$ cat config.mk
export PLATFORM = sky130hd
export DESIGN_NAME = chunked_serial_adder
export DESIGN_NICKNAME = d
export VERILOG_FILES = /design/src/rtl/chunked_serial_adder.sv
export SDC_FILE = /design/constraint.sdc
export NUM_CORES = 1
export LEC_CHECK = 0
export BUFFER_PORTS_ARGS = -buffer_cell sky130_fd_sc_hd__buf_2
export CAP_MARGIN = 20
export CORE_MARGIN = 4
export CORE_UTILIZATION = 55
export CTS_BUF_LIST = sky130_fd_sc_hd__clkbuf_4
export DETAILED_ROUTE_END_ITERATION = 12
export PLACE_DENSITY = 0.77
export SETUP_SLACK_MARGIN = 0.3
export SLEW_MARGIN = 20
export SYNTH_ARGS = -nofsm -noshare
export SYNTH_HDL_FRONTEND = slang
export SYNTH_SLANG_ARGS = --single-unit
$ cat constraint.sdc
create_clock -name clk -period 8.4 [get_ports clk]
set_input_delay 0.42 -clock clk [delete_from_list [all_inputs] [get_ports clk]]
set_output_delay 0.42 -clock clk [all_outputs]
set_load 0.005 [all_outputs]
$ cat src/rtl/chunked_serial_adder.sv
// Multi-cycle add/subtract unit: adds two N-bit operands CHUNK bits per clock,
// rippling a registered carry between slices, with valid/ready on both sides.
module chunked_serial_adder #(
  parameter int unsigned N     = 32,
  parameter int unsigned CHUNK = 8
) (
  input  logic         clk,
  input  logic         rst,
  input  logic         in_valid,
  output logic         in_ready,
  input  logic [N-1:0] a,
  input  logic [N-1:0] b,
  input  logic         sub,
  output logic         out_valid,
  input  logic         out_ready,
  output logic [N-1:0] sum,
  output logic         cout,
  output logic         overflow,
  output logic         zero
);

  localparam int unsigned NCH = N / CHUNK;
  localparam int unsigned IW  = (NCH > 1) ? $clog2(NCH) : 1;
  localparam logic [IW-1:0] LastIdx = IW'(NCH - 1);

  typedef enum logic [1:0] {StIdle, StRun, StDone} state_e;

  state_e         state_q, state_d;
  logic [IW-1:0]  idx_q, idx_d;
  logic           carry_q, carry_d;
  logic [N-1:0]   opa_q, opa_d;
  logic [N-1:0]   opb_q, opb_d;
  logic [N-1:0]   sum_q, sum_d;
  logic           cout_q, cout_d;
  logic           ovf_q, ovf_d;
  logic           zero_q, zero_d;
  logic [CHUNK-1:0] a_sl, b_sl;
  logic [CHUNK:0]   slice;

  // Mux out the active slice of each operand and add it with the running carry.
  always_comb begin
    a_sl = '0;
    b_sl = '0;
    for (int unsigned i = 0; i < NCH; i++) begin
      if (idx_q == IW'(i)) begin
        a_sl = opa_q[i*CHUNK +: CHUNK];
        b_sl = opb_q[i*CHUNK +: CHUNK];
      end
    end
    slice = {1'b0, a_sl} + {1'b0, b_sl} + {{CHUNK{1'b0}}, carry_q};
  end

  always_comb begin
    state_d = state_q;
    idx_d   = idx_q;
    carry_d = carry_q;
    opa_d   = opa_q;
    opb_d   = opb_q;
    sum_d   = sum_q;
    cout_d  = cout_q;
    ovf_d   = ovf_q;
    zero_d  = zero_q;
    unique case (state_q)
      StIdle: begin
        if (in_valid) begin
          // Subtraction is A + ~B + 1, the +1 entering as the initial carry.
          opa_d   = a;
          opb_d   = sub ? ~b : b;
          carry_d = sub;
          idx_d   = '0;
          state_d = StRun;
        end
      end
      StRun: begin
        for (int unsigned i = 0; i < NCH; i++) begin
          if (idx_q == IW'(i)) sum_d[i*CHUNK +: CHUNK] = slice[CHUNK-1:0];
        end
        carry_d = slice[CHUNK];
        if (idx_q == LastIdx) begin
          cout_d  = slice[CHUNK];
          ovf_d   = (opa_q[N-1] == opb_q[N-1]) && (slice[CHUNK-1] != opa_q[N-1]);
          zero_d  = (sum_d == '0);
          idx_d   = '0;
          state_d = StDone;
        end else begin
          idx_d = idx_q + IW'(1);
        end
      end
      StDone: begin
        if (out_ready) state_d = StIdle;
      end
      default: state_d = StIdle;
    endcase
  end

  always_ff @(posedge clk) begin
    if (rst) begin
      state_q <= StIdle;
      idx_q   <= '0;
      carry_q <= 1'b0;
      opa_q   <= '0;
      opb_q   <= '0;
      sum_q   <= '0;
      cout_q  <= 1'b0;
      ovf_q   <= 1'b0;
      zero_q  <= 1'b0;
    end else begin
      state_q <= state_d;
      idx_q   <= idx_d;
      carry_q <= carry_d;
      opa_q   <= opa_d;
      opb_q   <= opb_d;
      sum_q   <= sum_d;
      cout_q  <= cout_d;
      ovf_q   <= ovf_d;
      zero_q  <= zero_d;
    end
  end

  assign in_ready  = (state_q == StIdle);
  assign out_valid = (state_q == StDone);
  assign sum       = sum_q;
  assign cout      = cout_q;
  assign overflow  = ovf_q;
  assign zero      = zero_q;

endmodule

==> impl_metrics.xml, run 1 <==
<?xml version="1.0" encoding="UTF-8"?>
<metrics>
  <group name="synth">
    <metric name="ys_warn_count" unit="">0</metric>
    <metric name="asyncSetResetFlopFracSynth" unit="">0</metric>
    <metric name="synth.area.top_cells" unit="">sky130_fd_sc_hd__dfxtp_1 40%, sky130_fd_sc_hd__nand2_1 12%, sky130_fd_sc_hd__a21oi_1 9.4%</metric>
    <metric name="post-synth-top-area-fraction" unit="">0.3954</metric>
    <metric name="synthesis.instances" unit="">691</metric>
    <metric name="yosys.cell_types.count" unit="">55</metric>
    <metric name="synth_most_common_cell" unit="">sky130_fd_sc_hd__nand2_1</metric>
    <metric name="count_of_flip_flops_with_a_built_in_enable_after_synthesis" unit="">0</metric>
    <metric name="synth.cells.most_frequent" unit="">163 x sky130_fd_sc_hd__nand2_1, 104 x sky130_fd_sc_hd__dfxtp_1, 99 x sky130_fd_sc_hd__a21oi_1</metric>
    <metric name="netlist_area" unit="sq mm">0.005265</metric>
    <metric name="synth.largest_area_cell" unit="">sky130_fd_sc_hd__dfxtp_1</metric>
    <metric name="ys.flop_type" unit="">sky130_fd_sc_hd__dfxtp_1</metric>
    <metric name="post_synthesis_average_cell_area" unit="sq um">7.619</metric>
    <metric name="proportion_of_synthesized_chip_area_in_sequential_cells" unit="">0.3954</metric>
    <metric name="syn_nets" unit="">773</metric>
    <metric name="synth_seq_cells" unit="">104</metric>
  </group>
  <group name="timing">
    <metric name="totalNegativeSetupSlack" unit="ns">0</metric>
    <metric name="min_period_over_period" unit="">0.4957</metric>
    <metric name="skew" unit="ns">0.01992</metric>
    <metric name="worst_slew_margin_rel" unit="">0.2972</metric>
    <metric name="worst-slew-pin-transition" unit="ns">1.054</metric>
    <metric name="setup_viol_count_final" unit="">0</metric>
    <metric name="max_freq" unit="MHz">240.2</metric>
    <metric name="rsz_0062_raised_after_global_routing" unit="">no</metric>
    <metric name="timing.final.crit_period" unit="ns">4.164</metric>
    <metric name="report.final.slew_viol_count" unit="">0</metric>
    <metric name="final_hold_viol_count" unit="">0</metric>
  </group>
  <group name="clock_network">
    <metric name="clockRootBuffer" unit="">sky130_fd_sc_hd__clkbuf_4</metric>
    <metric name="cts_setup_buffers" unit="">0</metric>
    <metric name="clkSlewWorstSetupHoldPaths" unit="ns">0.17</metric>
    <metric name="max-clock-path-buffers" unit="">2</metric>
    <metric name="htreeDepth" unit="">3</metric>
    <metric name="cts_repair_resize_count" unit="">0</metric>
    <metric name="insertion_delay" unit="ns">0.47</metric>
    <metric name="clock_sink_count" unit="">104</metric>
    <metric name="post_cts_hold_buffer_count" unit="">0</metric>
    <metric name="tritoncts.num_buffers" unit="">9</metric>
    <metric name="tritoncts_clock_tree" unit="">done</metric>
  </group>
  <group name="floorplan">
    <metric name="floorplan.die.width" unit="um">105.8</metric>
    <metric name="io_pins" unit="">106</metric>
    <metric name="floorplan.die.height" unit="um">105.8</metric>
    <metric name="placement_rows" unit="">35</metric>
    <metric name="start_util" unit="">0.5671</metric>
    <metric name="die_area" unit="sq mm">0.01120</metric>
    <metric name="coreArea" unit="sq mm">0.009284</metric>
  </group>
  <group name="setup_path">
    <metric name="worst-setup-path-type" unit="">reg2reg</metric>
    <metric name="end_kind" unit="">flop</metric>
    <metric name="timing.critical_path.from_type" unit="">flop</metric>
    <metric name="cp_data_arrival_time" unit="ns">4.57</metric>
    <metric name="worst_ep_required" unit="ns">8.80</metric>
    <metric name="timing.critical_path.fanout_max" unit="">26</metric>
  </group>
  <group name="grt">
    <metric name="antenna_found_initial" unit="">0</metric>
    <metric name="grt_pass1_wl" unit="um">21270</metric>
    <metric name="grt_max_degree" unit="">106</metric>
    <metric name="grt_usage" unit="">0.2324</metric>
    <metric name="global_route.overflow_total" unit="">0</metric>
    <metric name="grt_pass1_vias" unit="">4562</metric>
  </group>
  <group name="place">
    <metric name="portBuffers" unit="">105</metric>
    <metric name="detailedPlacementHpwl" unit="um">9603</metric>
    <metric name="place_congestion" unit="">0.8816</metric>
    <metric name="place_inst" unit="">876</metric>
  </group>
  <group name="finish">
    <metric name="layout.nets" unit="">840</metric>
    <metric name="post_route_cells_drive_above_1_share" unit="">0.1874</metric>
    <metric name="area.sequential" unit="sq mm">0.002082</metric>
    <metric name="finish.cell_count_without_fillers" unit="">892</metric>
    <metric name="num_antenna_cells" unit="">0</metric>
    <metric name="syn2layout_area_growth" unit="%">11.26</metric>
    <metric name="nFillCells" unit="">881</metric>
    <metric name="multi_input_comb_area" unit="sq mm">0.002904</metric>
  </group>
  <group name="route">
    <metric name="routed_wl" unit="um">12980</metric>
    <metric name="drt_iter0_markers" unit="">265</metric>
    <metric name="viasPerCell" unit="">5.450</metric>
    <metric name="drc" unit="">0</metric>
    <metric name="wl_per_cell" unit="um">14.55</metric>
    <metric name="total_vias_in_the_final_route" unit="">4861</metric>
    <metric name="final_antenna_net_count" unit="">0</metric>
    <metric name="dr.pass1.iters" unit="">5</metric>
  </group>
  <group name="power_and_ir_drop">
    <metric name="ir_worst_vdd" unit="mV">0.07551</metric>
    <metric name="p_per_cell_area" unit="mW/mm^2">174.9</metric>
    <metric name="leakagePower" unit="nW">2.399</metric>
  </group>
  <group name="hold_path">
    <metric name="worst_hold_path_type" unit="">in2reg</metric>
  </group>
  <group name="status">
    <metric name="outcome" unit="">finished, final reports clean</metric>
  </group>
  <group name="run">
    <metric name="maxCapViolCount" unit="">0</metric>
  </group>
</metrics>
metal layers:
| layer | global-route usage | part of all wire | wire length, um |
|---|---|---|---|
| met1 | 0.2956 | 0.43 | 5517 |
| met2 | 0.3907 | 0.48 | 6241 |
| met3 | 0.03735 | 0.065 | 837 |
| met4 | 0.09713 | 0.029 | 380 |
| met5 | 0 | 0 | 0 |
power breakdown:
group | switching (mW) | leakage [nW] | internal (mW)
sequential | 0.0181 | 0.852 | 0.523
combinational | 0.154 | 1.48 | 0.0914
clock | 0.174 | 0.0643 | 0.0636
layout make-up:
class | instances | area share
Timing Repair Buffer | 110 | 0.09611
Sequential cell | 104 | 0.3554
Clock buffer | 9 | 0.01153
Clock inverter | 7 | 0.009825
Inverter | 6 | 0.003845
Tap cell | 129 | 0.02755
Multi-Input combinational cell | 527 | 0.4957
cell usage in the layout (no fill, tap or decap), drive strengths merged, types with 2 or more instances in the layout:
master and count:
a211oi 42, nor2 89, fa 2, a211o 2
nand2b 3, buf 110, inv 7, o221ai 2
clkinv 5, and2 6, o21ai 22, xnor2 34
nor4 6, nor3 9, o31ai 2, ha 11
o22ai 2, nand3 3, clkbuf 9, nand2 164
xor2 5, a2111oi 2, a21o 3, nor2b 3
dfxtp 104, a21oi 101
logic make-up after synthesis:
group	after synthesis	synth area share
and+or+nand+nor	289	0.2220
muxes	1	0.001901
xor gates and xnor gates	39	0.06987
adders and majority gates	13	0.03375
DFF	104	0.3954
AOI/OAI and AO/OA	185	0.2234
buffers and inverters	60	0.05371
state kept, by name, indices dropped and copies added (netlist names):
name and cells:
carry_q 1, cout 1, idx_q 2, opa_q 32, opb_q 32, overflow 1, state_q 2, sum 32
zero 1
metrics by stage:
stage | utilization | instance area [sq um] | setup WS [ns] | hold WS [ns] | total power [mW]
2_1_floorplan | - | 5265 | 4.696 | 0.4366 | 0.7297
3_3_place_gp | 0.6173 | 5731 | 4.435 | 0.4422 | 0.7882
3_5_place_dp | 0.6173 | 5731 | 4.319 | 0.4469 | 0.7952
4_1_cts | 0.6307 | 5856 | 4.251 | 0.1481 | 1.029
5_1_grt | 0.6310 | 5858 | 3.831 | 0.1467 | 1.081
6_report | 0.6310 | 5858 | 4.236 | 0.1642 | 1.025
final timing paths:
check / from / to / slack (ns) / cells after the start
worst min-delay path: a[7] / opa_q[7] / 0.16 / 3
worst max-delay path: idx_q[0] / zero / 4.24 / 17
worst min register to register: sum[24] / sum[24] / 0.47 / 2
worst max register to register: idx_q[0] / zero / 4.24 / 17
critical path: stages (launching register included):
cell                        delay (ns)
sky130_fd_sc_hd__dfxtp_1          0.44
sky130_fd_sc_hd__inv_1            0.09
sky130_fd_sc_hd__ha_1             0.52
sky130_fd_sc_hd__nand2_1          0.20
sky130_fd_sc_hd__nor2_1           0.05
sky130_fd_sc_hd__a21oi_1          0.14
sky130_fd_sc_hd__nor2_1           0.06
sky130_fd_sc_hd__a21oi_1          0.14
sky130_fd_sc_hd__o21ai_0          0.12
sky130_fd_sc_hd__fa_1             0.46
sky130_fd_sc_hd__fa_1             0.47
sky130_fd_sc_hd__a211oi_2         0.39
sky130_fd_sc_hd__nor2_1           0.14
sky130_fd_sc_hd__nor3_1           0.19
sky130_fd_sc_hd__nor3_1           0.09
sky130_fd_sc_hd__a2111oi_2        0.36
sky130_fd_sc_hd__nand4_1          0.13
sky130_fd_sc_hd__o21ai_1          0.12
No activity file was read; power rests on OpenSTA's default activity.
==> run 2, diff against run 1 <==
--- a/config.mk
+++ b/config.mk
@@ -8,10 +8,10 @@
 export BUFFER_PORTS_ARGS = -buffer_cell sky130_fd_sc_hd__buf_2
 export CAP_MARGIN = 20
 export CORE_MARGIN = 4
-export CORE_UTILIZATION = 55
+export CORE_UTILIZATION = 52
 export CTS_BUF_LIST = sky130_fd_sc_hd__clkbuf_4
 export DETAILED_ROUTE_END_ITERATION = 12
-export PLACE_DENSITY = 0.77
+export PLACE_DENSITY = 0.76
 export SETUP_SLACK_MARGIN = 0.3
 export SLEW_MARGIN = 20
 export SYNTH_ARGS = -nofsm -noshare
==> constraint.sdc (replaced) <==
create_clock -name clk -period 3.4 [get_ports clk]
set_input_delay 0.17 -clock clk [delete_from_list [all_inputs] [get_ports clk]]
set_output_delay 0.17 -clock clk [all_outputs]
set_load 0.005 [all_outputs]
==> run 2 against run 1 <==
Compared with the run above: clock skew down 0.0018 ns; sequential share of layout area down 5.7 points; highest routed layer unchanged; sequential power up 150%; final area up 19%; cell count up 11%; via count up 11%; count of clock-buffer cells in the layout up 1; combinational power rose to 3.3 times the previous value; critical path depth down 1; non-clock buffer count up 91; largest power group unchanged; hold slack worse by 0.15 ns; routed wire length up 19%.
==> impl_metrics.xml, run 2 (synthesis gave the netlist of run 1 again) <==
<?xml version="1.0" encoding="UTF-8"?>
<metrics>
  <group name="grt">
    <metric name="antenna_found_initial" unit="">1</metric>
    <metric name="grt_pass1_wl" unit="um">25160</metric>
    <metric name="grt_pass1_vias" unit="">5365</metric>
    <metric name="groute.layer.met3.usage" unit="">0.04263</metric>
    <metric name="global_route.overflow_total" unit="">0</metric>
    <metric name="use_met1" unit="">0.3270</metric>
    <metric name="globalRoute.busiestLayer" unit="">met2</metric>
    <metric name="grt_util_met2" unit="">0.4788</metric>
    <metric name="grt_max_degree" unit="">100</metric>
    <metric name="grt_usage" unit="">0.2704</metric>
  </group>
  <group name="clock_network">
    <metric name="htreeDepth" unit="">3</metric>
    <metric name="max-clock-path-buffers" unit="">2</metric>
    <metric name="tritoncts.num_buffers" unit="">9</metric>
    <metric name="clock_sink_count" unit="">104</metric>
    <metric name="clockRootBuffer" unit="">sky130_fd_sc_hd__clkbuf_4</metric>
    <metric name="tritoncts_clock_tree" unit="">done</metric>
    <metric name="clkSlewWorstSetupHoldPaths" unit="ns">0.16</metric>
    <metric name="insertion_delay" unit="ns">0.47</metric>
  </group>
  <group name="finish">
    <metric name="syn2layout_area_growth" unit="%">32.72</metric>
    <metric name="layout.nets" unit="">931</metric>
    <metric name="final_common_cell" unit="">sky130_fd_sc_hd__nand2_1</metric>
    <metric name="post_route_cells_drive_above_1_share" unit="">0.2482</metric>
    <metric name="nFillCells" unit="">790</metric>
    <metric name="layout.cell_area.non_filler" unit="sq mm">0.006988</metric>
    <metric name="mostFrequentLayoutCells" unit="">161 x sky130_fd_sc_hd__nand2_1, 105 x sky130_fd_sc_hd__buf_2, 102 x sky130_fd_sc_hd__dfxtp_1, 88 x sky130_fd_sc_hd__a21oi_1, 86 x sky130_fd_sc_hd__nor2_1</metric>
  </group>
  <group name="timing">
    <metric name="timing.final.crit_period" unit="ns">3.246</metric>
    <metric name="skew" unit="ns">0.01809</metric>
    <metric name="final_hold_viol_count" unit="">0</metric>
    <metric name="min_period_over_period" unit="">0.9546</metric>
    <metric name="setup_viol_count_final" unit="">0</metric>
    <metric name="worst-slew-pin-transition" unit="ns">1.023</metric>
    <metric name="report.final.slew_viol_count" unit="">0</metric>
    <metric name="worst_slack" unit="ns">0.1544</metric>
    <metric name="holdWs" unit="ns">0.01492</metric>
    <metric name="rsz_0062_raised_after_global_routing" unit="">yes</metric>
    <metric name="worst_slew_margin_rel" unit="">0.3163</metric>
    <metric name="max_freq" unit="MHz">308.1</metric>
  </group>
  <group name="setup_path">
    <metric name="r2r_start" unit="">idx_q[1]</metric>
    <metric name="worst-setup-path-type" unit="">reg2reg</metric>
    <metric name="cp_data_arrival_time" unit="ns">3.65</metric>
    <metric name="timing.critical_path.from_type" unit="">flop</metric>
    <metric name="regToRegEndpoint" unit="">zero</metric>
    <metric name="timing.reg2reg.worst_path_depth" unit="">16</metric>
    <metric name="worst_path_max_delay_cell" unit="">sky130_fd_sc_hd__fa_2</metric>
    <metric name="end_kind" unit="">flop</metric>
    <metric name="cp-startpoint" unit="">idx_q[1]</metric>
    <metric name="worst_path_largest_cell_delay" unit="ns">0.41</metric>
    <metric name="worst-r2r-setup-slack" unit="ns">0.15</metric>
    <metric name="worst_ep_required" unit="ns">3.80</metric>
    <metric name="timing.critical_path.fanout_max" unit="">6</metric>
    <metric name="crit_chain" unit="">inv_4 -&gt; ha_4 -&gt; buf_6 -&gt; a21oi_2 -&gt; nor2_1 -&gt; a21oi_2 -&gt; o21ai_2 -&gt; fa_2 -&gt; fa_2 -&gt; a211oi_4 -&gt; nor2_2 -&gt; nor3_2 -&gt; nor3_2 -&gt; a2111oi_2 -&gt; nand4_1 -&gt; o21ai_1</metric>
  </group>
  <group name="power_and_ir_drop">
    <metric name="power.clock.fraction" unit="">0.267</metric>
    <metric name="switchingPower" unit="mW">0.8918</metric>
    <metric name="internal_power" unit="mW">2.036</metric>
    <metric name="share_seq_of_total_power" unit="">0.459</metric>
    <metric name="leakagePower" unit="nW">2.872</metric>
    <metric name="switching_share" unit="">0.3046</metric>
    <metric name="p_per_cell_area" unit="mW/mm^2">418.9</metric>
    <metric name="ir_worst_vdd" unit="mV">0.2181</metric>
    <metric name="totalPowerFinal" unit="mW">2.927</metric>
    <metric name="combPwrFrac" unit="">0.274</metric>
  </group>
  <group name="route">
    <metric name="viasPerCell" unit="">5.455</metric>
    <metric name="drc" unit="">0</metric>
    <metric name="routed_wl" unit="um">15500</metric>
    <metric name="drt_iter0_markers" unit="">346</metric>
    <metric name="wl_per_cell" unit="um">15.69</metric>
    <metric name="dr.pass1.iters" unit="">5</metric>
    <metric name="total_vias_in_the_final_route" unit="">5390</metric>
    <metric name="final_antenna_net_count" unit="">0</metric>
  </group>
  <group name="floorplan">
    <metric name="start_util" unit="">0.5362</metric>
    <metric name="floorplan.die.height" unit="um">108.6</metric>
    <metric name="placement_rows" unit="">36</metric>
    <metric name="coreArea" unit="sq mm">0.009819</metric>
    <metric name="floorplan.die.width" unit="um">108.6</metric>
    <metric name="io_pins" unit="">106</metric>
    <metric name="die_area" unit="sq mm">0.01180</metric>
  </group>
  <group name="place">
    <metric name="place_congestion" unit="">0.9210</metric>
    <metric name="portBuffers" unit="">105</metric>
    <metric name="area_post_placement" unit="sq mm">0.005907</metric>
    <metric name="pre_cts_ws" unit="ns">0.005640</metric>
    <metric name="detailedPlacementHpwl" unit="um">9999</metric>
  </group>
  <group name="run">
    <metric name="maxCapViolCount" unit="">0</metric>
  </group>
  <group name="hold_path">
    <metric name="endpoint_of_the_worst_hold_timing_path" unit="">opb_q[8]</metric>
    <metric name="worst_hold_path_type" unit="">in2reg</metric>
    <metric name="hold-path-cell-count" unit="">3</metric>
    <metric name="min-delay-start" unit="">b[8]</metric>
  </group>
  <group name="status">
    <metric name="outcome" unit="">finished, final reports clean</metric>
  </group>
</metrics>
==> run 2: critical path: cells and delay by family (launching register included) <==
family | cells | cell delay (ns)
flops | 1 | 0.39
buf+inv | 2 | 0.17
fa+ha+maj | 3 | 0.99
compound gates | 6 | 1.08
simple gates | 5 | 0.55
==> run 2: cell type report <==
cell class,instances,area [sq um],area share
Antenna cell,1,2.502,0.0003581
Clock buffer,10,75.07,0.01074
Clock inverter,6,108.9,0.01558
Inverter,6,25.02,0.003581
Multi-Input combinational cell,527,3088,0.4419
Sequential cell,104,2087,0.2987
Tap cell,133,166.4,0.02381
Timing Repair Buffer,201,1435,0.2054
==> run 2: per-layer routing <==
metal	up-vias	routed length (um)
li1	2644	-
met1	2473	6332
met2	232	7700
met3	41	1046
met4	0	420
met5	-	0
==> run 2: through the flow <==
step | utilization | setup TNS [ns] | instances
after floorplan | - | 0 | 691
after global placement | 0.6016 | 0 | 896
after detailed placement | 0.6016 | 0 | 896
after CTS | 0.6933 | 0 | 982
after global routing | 0.7116 | -0.006383 | 988
final | 0.7116 | 0 | 988
==> run 2: power by group through the flow <==
stage	clock [mW]	sequential (mW)	combinational (mW)
finish	0.781	1.34	0.803
global route	0.834	1.35	0.881
CTS	0.789	1.34	0.730
detailed placement	0	1.37	0.646
global placement	0	1.36	0.631
floorplan	0	1.35	0.469
==> run 2: worst max path at each step <==
stage | endpoint | slack, ns
3_5_place_dp | zero | 0.006
6_report | zero | 0.15
3_3_place_gp | zero | 0.12
2_1_floorplan | carry_q | 0.13
4_1_cts | zero | 0.21
5_1_grt | zero | -0.006
==> run 2: repair_timing <==
item	CTS	global route
hold buffers	57	1
pin swaps	18	15
gates resized for setup	15	31
hold endpoints to repair	57	1
endpoints found under the setup margin	16	24
buffers inserted	13	4
==> run 3, diff against run 2 <==
--- a/config.mk
+++ b/config.mk
@@ -8,10 +8,11 @@
 export BUFFER_PORTS_ARGS = -buffer_cell sky130_fd_sc_hd__buf_2
 export CAP_MARGIN = 20
 export CORE_MARGIN = 4
-export CORE_UTILIZATION = 52
-export CTS_BUF_LIST = sky130_fd_sc_hd__clkbuf_4
+export CORE_UTILIZATION = 50
+export CTS_BUF_LIST = sky130_fd_sc_hd__clkbuf_16
 export DETAILED_ROUTE_END_ITERATION = 12
-export PLACE_DENSITY = 0.76
+export MAX_ROUTING_LAYER = met4
+export PLACE_DENSITY = 0.74
 export SETUP_SLACK_MARGIN = 0.3
 export SLEW_MARGIN = 20
 export SYNTH_ARGS = -nofsm -noshare
==> run 3 against run 2 <==
Compared with the run above: clock power up 26%; first-iteration DRC count grew 2.3%; fmax up 1.9%; final area fell by 9.0%; combinational power fell by 15%; sequential cell count unchanged; sequential power about the same; critical path depth grew 1; hold slack improved by 0.041 ns; critical path type unchanged.
==> impl_metrics.xml, run 3 (synthesis gave the netlist of run 1 again) <==
<?xml version="1.0" encoding="UTF-8"?>
<metrics>
  <group name="grt">
    <metric name="grt_pass1_wl" unit="um">23070</metric>
    <metric name="grt_max_degree" unit="">86</metric>
    <metric name="grt_pass1_vias" unit="">4769</metric>
    <metric name="antenna_found_initial" unit="">0</metric>
    <metric name="global_route.overflow_total" unit="">0</metric>
    <metric name="grt_usage" unit="">0.2314</metric>
  </group>
  <group name="clock_network">
    <metric name="clockRootBuffer" unit="">sky130_fd_sc_hd__clkbuf_16</metric>
    <metric name="tritoncts_clock_tree" unit="">done</metric>
    <metric name="insertion_delay" unit="ns">0.35</metric>
    <metric name="post_cts_hold_buffer_count" unit="">0</metric>
    <metric name="clock_sink_count" unit="">104</metric>
    <metric name="htreeDepth" unit="">3</metric>
    <metric name="max-clock-path-buffers" unit="">2</metric>
    <metric name="clkSlewWorstSetupHoldPaths" unit="ns">0.07</metric>
    <metric name="tritoncts.num_buffers" unit="">9</metric>
  </group>
  <group name="timing">
    <metric name="worst_slew_margin_rel" unit="">0.4107</metric>
    <metric name="totalNegativeSetupSlack" unit="ns">0</metric>
    <metric name="max_freq" unit="MHz">313.9</metric>
    <metric name="worst-slew-pin-transition" unit="ns">0.8839</metric>
    <metric name="min_period_over_period" unit="">0.9369</metric>
    <metric name="final_hold_viol_count" unit="">0</metric>
    <metric name="report.final.slew_viol_count" unit="">0</metric>
    <metric name="timing.final.crit_period" unit="ns">3.185</metric>
    <metric name="skew" unit="ns">0.008357</metric>
    <metric name="rsz_0062_raised_after_global_routing" unit="">yes</metric>
    <metric name="setup_viol_count_final" unit="">0</metric>
  </group>
  <group name="route">
    <metric name="dr.pass1.iters" unit="">5</metric>
    <metric name="routed_wl" unit="um">13780</metric>
    <metric name="total_vias_in_the_final_route" unit="">4986</metric>
    <metric name="drt_iter0_markers" unit="">354</metric>
    <metric name="viasPerCell" unit="">5.390</metric>
    <metric name="wl_per_cell" unit="um">14.90</metric>
    <metric name="drc" unit="">0</metric>
    <metric name="final_antenna_net_count" unit="">0</metric>
  </group>
  <group name="setup_path">
    <metric name="timing.critical_path.fanout_max" unit="">5</metric>
    <metric name="worst-setup-path-type" unit="">reg2reg</metric>
    <metric name="crit_chain" unit="">inv_4 -&gt; ha_4 -&gt; nand2_1 -&gt; nor2_1 -&gt; a21oi_2 -&gt; nor2_1 -&gt; a21oi_1 -&gt; o21ai_1 -&gt; fa_2 -&gt; fa_2 -&gt; a211oi_4 -&gt; o21bai_4 -&gt; a21o_2 -&gt; a21o_1 -&gt; a21o_1 -&gt; nor2_1 -&gt; nor3_1</metric>
    <metric name="critPathBufInv" unit="">1</metric>
    <metric name="timing.critical_path.mode_cell" unit="">sky130_fd_sc_hd__nor2_1</metric>
    <metric name="worst_path_max_delay_cell" unit="">sky130_fd_sc_hd__fa_2</metric>
    <metric name="end_kind" unit="">flop</metric>
    <metric name="crit_family" unit="">compound AO/OA/AOI/OAI gates</metric>
    <metric name="cp_data_arrival_time" unit="ns">3.39</metric>
    <metric name="worst_ep_required" unit="ns">3.61</metric>
    <metric name="timing.critical_path.from_type" unit="">flop</metric>
    <metric name="worst_path_largest_cell_delay" unit="ns">0.43</metric>
  </group>
  <group name="power_and_ir_drop">
    <metric name="switchingPower" unit="mW">0.9227</metric>
    <metric name="share_seq_of_total_power" unit="">0.445</metric>
    <metric name="totalPowerFinal" unit="mW">3.004</metric>
    <metric name="switching_share" unit="">0.3072</metric>
    <metric name="ir_worst_vdd" unit="mV">0.2139</metric>
    <metric name="internal_power" unit="mW">2.081</metric>
    <metric name="p_per_cell_area" unit="mW/mm^2">472.6</metric>
    <metric name="power.clock.fraction" unit="">0.327</metric>
    <metric name="combPwrFrac" unit="">0.228</metric>
    <metric name="leakagePower" unit="nW">2.629</metric>
  </group>
  <group name="floorplan">
    <metric name="start_util" unit="">0.5123</metric>
    <metric name="floorplan.die.width" unit="um">110.6</metric>
    <metric name="coreArea" unit="sq mm">0.01028</metric>
    <metric name="io_pins" unit="">106</metric>
    <metric name="floorplan.die.height" unit="um">110.6</metric>
    <metric name="die_area" unit="sq mm">0.01224</metric>
    <metric name="placement_rows" unit="">37</metric>
  </group>
  <group name="finish">
    <metric name="syn2layout_area_growth" unit="%">20.72</metric>
    <metric name="final_common_cell" unit="">sky130_fd_sc_hd__nand2_1</metric>
    <metric name="num_antenna_cells" unit="">0</metric>
    <metric name="post_route_cells_drive_above_1_share" unit="">0.2433</metric>
    <metric name="mostFrequentLayoutCells" unit="">160 x sky130_fd_sc_hd__nand2_1, 105 x sky130_fd_sc_hd__buf_2, 102 x sky130_fd_sc_hd__dfxtp_1, 95 x sky130_fd_sc_hd__a21oi_1, 87 x sky130_fd_sc_hd__nor2_1</metric>
    <metric name="layout.nets" unit="">866</metric>
  </group>
  <group name="hold_path">
    <metric name="worst_hold_path_type" unit="">in2reg</metric>
  </group>
  <group name="place">
    <metric name="place_congestion" unit="">0.9435</metric>
    <metric name="detailedPlacementHpwl" unit="um">10230</metric>
    <metric name="portBuffers" unit="">105</metric>
  </group>
  <group name="status">
    <metric name="outcome" unit="">finished, final reports clean</metric>
  </group>
  <group name="run">
    <metric name="maxCapViolCount" unit="">0</metric>
  </group>
</metrics>
-- run 3: power groups by stage --
| stage | sequential, mW | clock, mW | combinational (mW) |
|---|---|---|---|
| final | 1.34 | 0.981 | 0.686 |
| after floorplan | 1.35 | 0 | 0.469 |
| after global placement | 1.36 | 0 | 0.634 |
| after CTS | 1.34 | 1.00 | 0.672 |
| after detailed placement | 1.36 | 0 | 0.645 |
| after global routing | 1.34 | 1.06 | 0.758 |
-- run 3: through the flow --
step | utilization | instance area [sq um] | worst slack (ns) | std cells | hold slack [ns]
finish | 0.6185 | 6356 | 0.2145 | 925 | 0.05609
global route | 0.6185 | 6356 | 0.03407 | 925 | 0.05207
CTS | 0.6121 | 6291 | 0.1684 | 924 | 0.04715
detailed placement | 0.5751 | 5911 | 0.02553 | 899 | 0.4169
global placement | 0.5751 | 5911 | 0.1395 | 899 | 0.4115
floorplan | - | 5350 | 0.1291 | 691 | 0.3060
-- run 3: worst register-to-register path: stages (launching register included) --
cell and delay [ns]:
sky130_fd_sc_hd__dfxtp_4 0.39, sky130_fd_sc_hd__inv_4 0.05, sky130_fd_sc_hd__ha_4 0.17, sky130_fd_sc_hd__nand2_1 0.06, sky130_fd_sc_hd__nor2_1 0.04, sky130_fd_sc_hd__a21oi_2 0.09, sky130_fd_sc_hd__nor2_1 0.04, sky130_fd_sc_hd__a21oi_1 0.12
sky130_fd_sc_hd__o21ai_1 0.12, sky130_fd_sc_hd__fa_2 0.43, sky130_fd_sc_hd__fa_2 0.40, sky130_fd_sc_hd__a211oi_4 0.34, sky130_fd_sc_hd__o21bai_4 0.11, sky130_fd_sc_hd__a21o_2 0.21, sky130_fd_sc_hd__a21o_1 0.16, sky130_fd_sc_hd__a21o_1 0.17
sky130_fd_sc_hd__nor2_1 0.10, sky130_fd_sc_hd__nor3_1 0.05
-- run 3: path summary, 6_finish.rpt --
path	startpoint	endpoint	slack, ns	cells past startpoint
worst max-delay path	idx_q[0]	cout	0.21	17
worst min-delay path	a[27]	opa_q[27]	0.06	3
worst max register to register	idx_q[0]	cout	0.21	17
worst min register to register	opa_q[21]	opa_q[21]	0.46	2
-- run 3: routing by layer --
layer  GRT usage  part of all wire  up-vias
met5           -                 0        -
met4     0.07143             0.013        0
met3     0.03452             0.047       15
met2      0.3811              0.49      132
met1      0.2945              0.45     2324
li1            -                 -     2515
-- run 3: repair_timing --
| item | 4_1_cts | 5_1_grt |
|---|---|---|
| gates resized for setup | 9 | 13 |
| pin swaps | 14 | 10 |
| setup endpoints to repair | 20 | 23 |
| buffers inserted | 9 | 1 |
-- run 3: final cells by class --
| cell class | count | area, sq um |
|---|---|---|
| Clock buffer | 9 | 225.2 |
| Clock inverter | 7 | 57.56 |
| Fill cell | 911 | 3921 |
| Inverter | 6 | 27.53 |
| Multi-Input combinational cell | 527 | 3012 |
| Sequential cell | 104 | 2090 |
| Tap cell | 136 | 170.2 |
| Timing Repair Buffer | 136 | 774.5 |
